**src/rtl/serial_buffer.sv**
```systemverilog
// Byte-stream buffer between the processor serial port and a UART rx/tx pair.
// Holds an RX FIFO, a TX FIFO and a launch FSM that paces bytes into the transmitter.
//
// state     | meaning
// ----------+----------------------------------------------------------
// IDLE      | waiting for a queued byte and an idle transmitter
// START     | tx_start_out pulse; tx_byte_out already holds the byte
// WAIT_ACK  | waiting for the transmitter to raise tx_busy_in
// WAIT_DONE | waiting for the transmitter to drop tx_busy_in
module serial_buffer #(
    parameter int DEPTH_LOG2 = 4
) (
    input  logic       clock,
    input  logic       reset,
    output logic [7:0] serial_data_out,
    output logic       serial_valid_out,
    input  logic       serial_rden_in,
    input  logic [7:0] serial_data_in,
    input  logic       serial_wren_in,
    output logic       serial_ready_out,
    input  logic [7:0] rx_byte_in,
    input  logic       rx_strobe_in,
    output logic [7:0] tx_byte_out,
    output logic       tx_start_out,
    input  logic       tx_busy_in,
    output logic       overrun_out,
    output logic       overflow_out
);

    localparam int DEPTH = 1 << DEPTH_LOG2;
    localparam logic [DEPTH_LOG2:0] FULL_COUNT = {1'b1, {DEPTH_LOG2{1'b0}}};

    typedef enum logic [1:0] {
        IDLE      = 2'd0,
        START     = 2'd1,
        WAIT_ACK  = 2'd2,
        WAIT_DONE = 2'd3
    } tx_state_t;

    tx_state_t tx_state_q;
    tx_state_t tx_state_d;

    // RX FIFO (UART -> processor)
    logic [7:0]            rx_mem [DEPTH];
    logic [DEPTH_LOG2-1:0] rx_rd_ptr;
    logic [DEPTH_LOG2-1:0] rx_wr_ptr;
    logic [DEPTH_LOG2:0]   rx_count;
    logic                  rx_empty;
    logic                  rx_full;
    logic                  rx_push;
    logic                  rx_pop;

    assign rx_empty = (rx_count == '0);
    assign rx_full  = (rx_count == FULL_COUNT);
    assign rx_pop   = serial_rden_in && !rx_empty;
    // A pop in the same cycle frees the slot, so a strobe while full is still kept.
    assign rx_push  = rx_strobe_in && (!rx_full || rx_pop);

    assign serial_valid_out = !rx_empty;
    assign serial_data_out  = rx_mem[rx_rd_ptr];

    always_ff @(posedge clock) begin
        if (reset) begin
            rx_rd_ptr   <= '0;
            rx_wr_ptr   <= '0;
            rx_count    <= '0;
            overrun_out <= 1'b0;
        end else begin
            if (rx_push) rx_wr_ptr <= rx_wr_ptr + 1'b1;
            if (rx_pop)  rx_rd_ptr <= rx_rd_ptr + 1'b1;
            if (rx_push && !rx_pop)      rx_count <= rx_count + 1'b1;
            else if (!rx_push && rx_pop) rx_count <= rx_count - 1'b1;
            if (rx_strobe_in && !rx_push) overrun_out <= 1'b1;
        end
    end

    always_ff @(posedge clock) begin
        if (!reset && rx_push) rx_mem[rx_wr_ptr] <= rx_byte_in;
    end

    // TX FIFO (processor -> UART)
    logic [7:0]            tx_mem [DEPTH];
    logic [DEPTH_LOG2-1:0] tx_rd_ptr;
    logic [DEPTH_LOG2-1:0] tx_wr_ptr;
    logic [DEPTH_LOG2:0]   tx_count;
    logic                  tx_empty;
    logic                  tx_full;
    logic                  tx_push;
    logic                  tx_pop;

    assign tx_empty = (tx_count == '0);
    assign tx_full  = (tx_count == FULL_COUNT);
    assign tx_pop   = (tx_state_q == IDLE) && !tx_empty && !tx_busy_in;
    assign tx_push  = serial_wren_in && (!tx_full || tx_pop);

    assign serial_ready_out = !tx_full;

    always_ff @(posedge clock) begin
        if (reset) begin
            tx_rd_ptr    <= '0;
            tx_wr_ptr    <= '0;
            tx_count     <= '0;
            overflow_out <= 1'b0;
        end else begin
            if (tx_push) tx_wr_ptr <= tx_wr_ptr + 1'b1;
            if (tx_pop)  tx_rd_ptr <= tx_rd_ptr + 1'b1;
            if (tx_push && !tx_pop)      tx_count <= tx_count + 1'b1;
            else if (!tx_push && tx_pop) tx_count <= tx_count - 1'b1;
            if (serial_wren_in && !tx_push) overflow_out <= 1'b1;
        end
    end

    always_ff @(posedge clock) begin
        if (!reset && tx_push) tx_mem[tx_wr_ptr] <= serial_data_in;
    end

    // Launch FSM: state register, next-state logic, Moore output decode
    always_ff @(posedge clock) begin
        if (reset) tx_state_q <= IDLE;
        else       tx_state_q <= tx_state_d;
    end

    always_comb begin
        tx_state_d = tx_state_q;
        case (tx_state_q)
            IDLE:      if (!tx_empty && !tx_busy_in) tx_state_d = START;
            START:     tx_state_d = WAIT_ACK;
            WAIT_ACK:  if (tx_busy_in) tx_state_d = WAIT_DONE;
            WAIT_DONE: if (!tx_busy_in) tx_state_d = IDLE;
            default:   tx_state_d = IDLE;
        endcase
    end

    always_comb begin
        tx_start_out = 1'b0;
        if (tx_state_q == START) tx_start_out = 1'b1;
    end

    // The byte is captured at the pop and held until the next launch.
    always_ff @(posedge clock) begin
        if (reset)       tx_byte_out <= 8'h00;
        else if (tx_pop) tx_byte_out <= tx_mem[tx_rd_ptr];
    end

endmodule

```
**config.mk**
```make
export PLATFORM = sky130hd
export DESIGN_NAME = serial_buffer
export DESIGN_NICKNAME = d
export VERILOG_FILES = /design/src/rtl/serial_buffer.sv
export SDC_FILE = /design/constraint.sdc
export NUM_CORES = 1
export LEC_CHECK = 0
export ABC_AREA = 0
export CORE_ASPECT_RATIO = 0.5
export CORE_MARGIN = 5
export CORE_UTILIZATION = 55
export CTS_CLUSTER_SIZE = 16
export DETAILED_ROUTE_END_ITERATION = 10
export PLACE_DENSITY_LB_ADDON = 0.1
export REMOVE_ABC_BUFFERS = 1
export SYNTH_ARGS = -nofsm -noshare
export SYNTH_HDL_FRONTEND = slang
export SYNTH_SLANG_ARGS = --single-unit
```
**constraint.sdc**
```tcl
create_clock -name clock -period 3.36 [get_ports clock]
set_input_delay 0.672 -clock clock [delete_from_list [all_inputs] [get_ports clock]]
set_output_delay 0.672 -clock clock [all_outputs]
set_load 0.005 [all_outputs]
```
==> metrics.md <==
| Metric | Value |
|---|---|
| Post-DP HPWL | 14,700 um |
| WP data arrival | 2.62 ns |
| Worst slew pin tran | 0.748 ns |
| Clock latency on the worst-skew pair | 0.54 ns |
| Die area | 25,200 um2 |
| Cts bufs inserted | 26 |
| DIE WIDTH | 219 um |
| Synth top area share | 63.7% |
| CTS Sinks | 298 |
| Number of synthesized flops with an enable pin | 256 |
| Syn_area_per_cell | 17.2 um2 |
| Warnings, synthesis | 0 |
| Vias in the first global route | 6,237 |
| Hold crit path type | flip-flop to flip-flop |
| Final Slew Violations | 0 |
| Final non-filler cell total | 1,104 |
| Worst Path Class, Setup | flip-flop to output pin |
| DRC Markers | 0 |
| Vias/cell | 5.60 |
| Area Growth Syn to Fin | 14.4% |
| Peak supply drop | 0.000403 V |
| Sw frac | 25.9% |
| Root Buffer | clkbuf_16 |
| Fin crit share | 98.0% |
| Synth unique cells | 48 |
| Commonest cells in the synthesized netlist | edfxtp_1 (256), nor2_1 (78), mux2i_1 (49), dfxtp_1 (42) |
| Worst setup SP type | flip-flop |
| Initial Utilization | 55.8% |
| Prevailing post-synth register cell | edfxtp_1 |
| RSZ-0062 raised after global routing | yes |
| Fin crit period | 3.29 ns |
| Core area | 21,600 um2 |
| Hold_buf cts | 0 |
| Drt first pass iters | 4 |
| I/O Pins | 43 |
| Most common cell in the netlist | edfxtp_1 |
| DR iter-0 viols | 438 |
| First-pass GRT wire length | 36,000 um |
| Post-Syn Area | 12,100 um2 |
| Sw power | 2.40 mW |
| Fmax | 0.304 GHz |
| Detail Route Antenna Nets | 0 |
| Clock Skew | 0.0112 ns |
| Fin nets | 832 |
| Worst-path clk slew | 0.07 ns |
| Pwr dens | 672 nW/um2 |
| Final count of negative-setup-slack endpoints | 0 |
| Status | completed |
| Total gr overflow | 0 |
| Diodes inserted | 0 |
| Seq pwr share | 47.5% |
| Leak | 4.57 nW |
| Ys async rst share | 0% |
| Most area-hungry cell type in the Yosys netlist | edfxtp_1 |
| RePlAce Congestion | 0.771 |
| Port bufs | 42 |
| Int Power | 6.87 mW |
| Drt wl/cell | 20.6 um |
| Via count | 6,185 |
| Number of cells produced by synthesis | 700 |
| Initial antenna violation count | 0 |
| Routed WL | 22,700 um |
| Flop-to-flop setup slack | 0.40 ns |
| Crit end category | output pin |
| Fill cells | 1,539 |
| Max-cap viol count | 0 |
| Deepest level of the CTS H-tree | 1 |
| Share of post-route cells with drive strength above 1 | 15.9% |
| TritonCTS clock tree | yes |
| Largest net degree at the start of global routing | 34 |
| Final Hold Vio Count | 0 |
| Logic gate share of total power | 22.0% |
| GRT Util Overall | 18.7% |
| Dominant cells by area after synthesis | edfxtp_1 (64%), dfxtp_1 (7.0%), mux4_1 (5.2%) |
| #FFs+latches synth | 298 |
| CP required | 2.69 ns |
| Die height | 115 um |
| FP Rows | 38 |
| DP Cell Count | 1,054 |
| Clk buf depth | 3 |
| Headroom to the max-slew limit | 50.0% |
| Final cell utilization of the core | 63.8% |
| Crit path max fanout | 17 |
| Clock Power Share | 30.5% |
| Sequential area share after synthesis | 70.7% |
==> state kept, by name, indices dropped and copies added (netlist names), named ones only <==
| name | count |
|---|---|
| rx_count | 5 |
| tx_mem | 128 |
| overflow_out | 1 |
| overrun_out | 1 |
| tx_rd_ptr | 4 |
| tx_byte_out | 8 |
| rx_rd_ptr | 4 |
| tx_count | 5 |
| tx_wr_ptr | 4 |
| tx_state_q | 2 |
| rx_mem | 128 |
| rx_wr_ptr | 4 |
==> worst max-delay path, stage by stage (launching register included) <==
cell and delay [ns]:
dfxtp_4 0.40, buf_12 0.19, mux4_1 0.59, mux4_2 0.45, clkdlybuf4s50_1 0.46
==> area by class of cell <==
class	instances	area [um2]	share of cell area (%)
Sequential cell	298	8540	61.8
Multi-Input combinational cell	355	3250	23.5
Timing Repair Buffer	86	776	5.62
Clock buffer	37	733	5.31
Tap cell	300	375	2.72
Clock inverter	11	70.1	0.508
Inverter	17	63.8	0.462
==> layout by cell type (no fill, tap or decap), types with 3 or more instances in the layout <==
cell type and count:
clkinv_1 8, o22ai_1 14, inv_1 15, mux2i_1 49, xnor2_1 7, a21o_1 4, nor2_1 78, xor2_1 11
clkbuf_16 27, nand2b_1 5, nor3_1 11, nand2_1 24, mux2_2 14, nand3b_1 3, clkdlybuf4s50_1 39, or3_1 3
nand4_1 3, mux4_1 15, mux4_2 27, a21oi_1 15, mux2_1 3, ha_1 24, edfxtp_1 256, a22oi_1 7
buf_4 42, clkbuf_1 8, o221ai_1 7, nor4_1 7, dfxtp_1 40
==> power groups by stage <==
stage | Clock, mW | Sequential, mW | Combinational, mW
2_1_floorplan | 0 | 4.53 | 1.22
3_3_place_gp | 0 | 4.49 | 1.98
3_5_place_dp | 0 | 4.50 | 2.01
4_1_cts | 2.90 | 4.41 | 2.06
5_1_grt | 3.07 | 4.43 | 2.25
6_report | 2.83 | 4.40 | 2.04
==> cell families (layout without fill, tap and decap cells) <==
family	count (synthesis)	in the layout	share of synthesized area (%)
flops	298	298	70.7
xor+xnor	18	18	1.31
fa+ha+maj	26	26	2.82
buf+inv	47	151	2.11
compound gates	59	59	3.35
mux	108	108	14.2
simple gates	144	144	5.49
==> layer usage <==
layer,share of wire [%],track usage (%),up-vias
li1,-,-,2897
met1,47,27.7,3149
met2,47,30.1,111
met3,4.2,3.25,28
met4,1.4,3.51,0
met5,0,0,-
==> per-stage QoR <==
stage	setup TNS, ns	instance area (um2)	hold WS (ns)	setup slack, ns	power, mW
floorplan	0	11900	0.452	0.0864	5.75
finish	0	13800	0.479	0.0687	9.28
global placement	0	13000	0.453	0.162	6.47
detailed placement	0	13000	0.472	0.0615	6.51
CTS	0	13800	0.489	0.0213	9.37
global route	-0.0770	13800	0.502	-0.0316	9.75
==> worst paths after layout <==
check / end / from / cells after the start
min reg2reg: overflow_out$_SDFFE_PP0P_ / overflow_out$_SDFFE_PP0P_ / 2
min: overflow_out$_SDFFE_PP0P_ / overflow_out$_SDFFE_PP0P_ / 2
max reg2reg: rx_count[4]$_SDFFE_PP0P_ / rx_count[0]$_SDFFE_PP0P_ / 11
max: serial_data_out[2] / flip-flop / 4
==> repair_timing <==
action | 4_1_cts | 5_1_grt
buffers inserted | 2 | 0
endpoints found under the setup margin | 8 | 7
gates resized for setup | 4 | 8
Power figures use the tool's default switching activity.
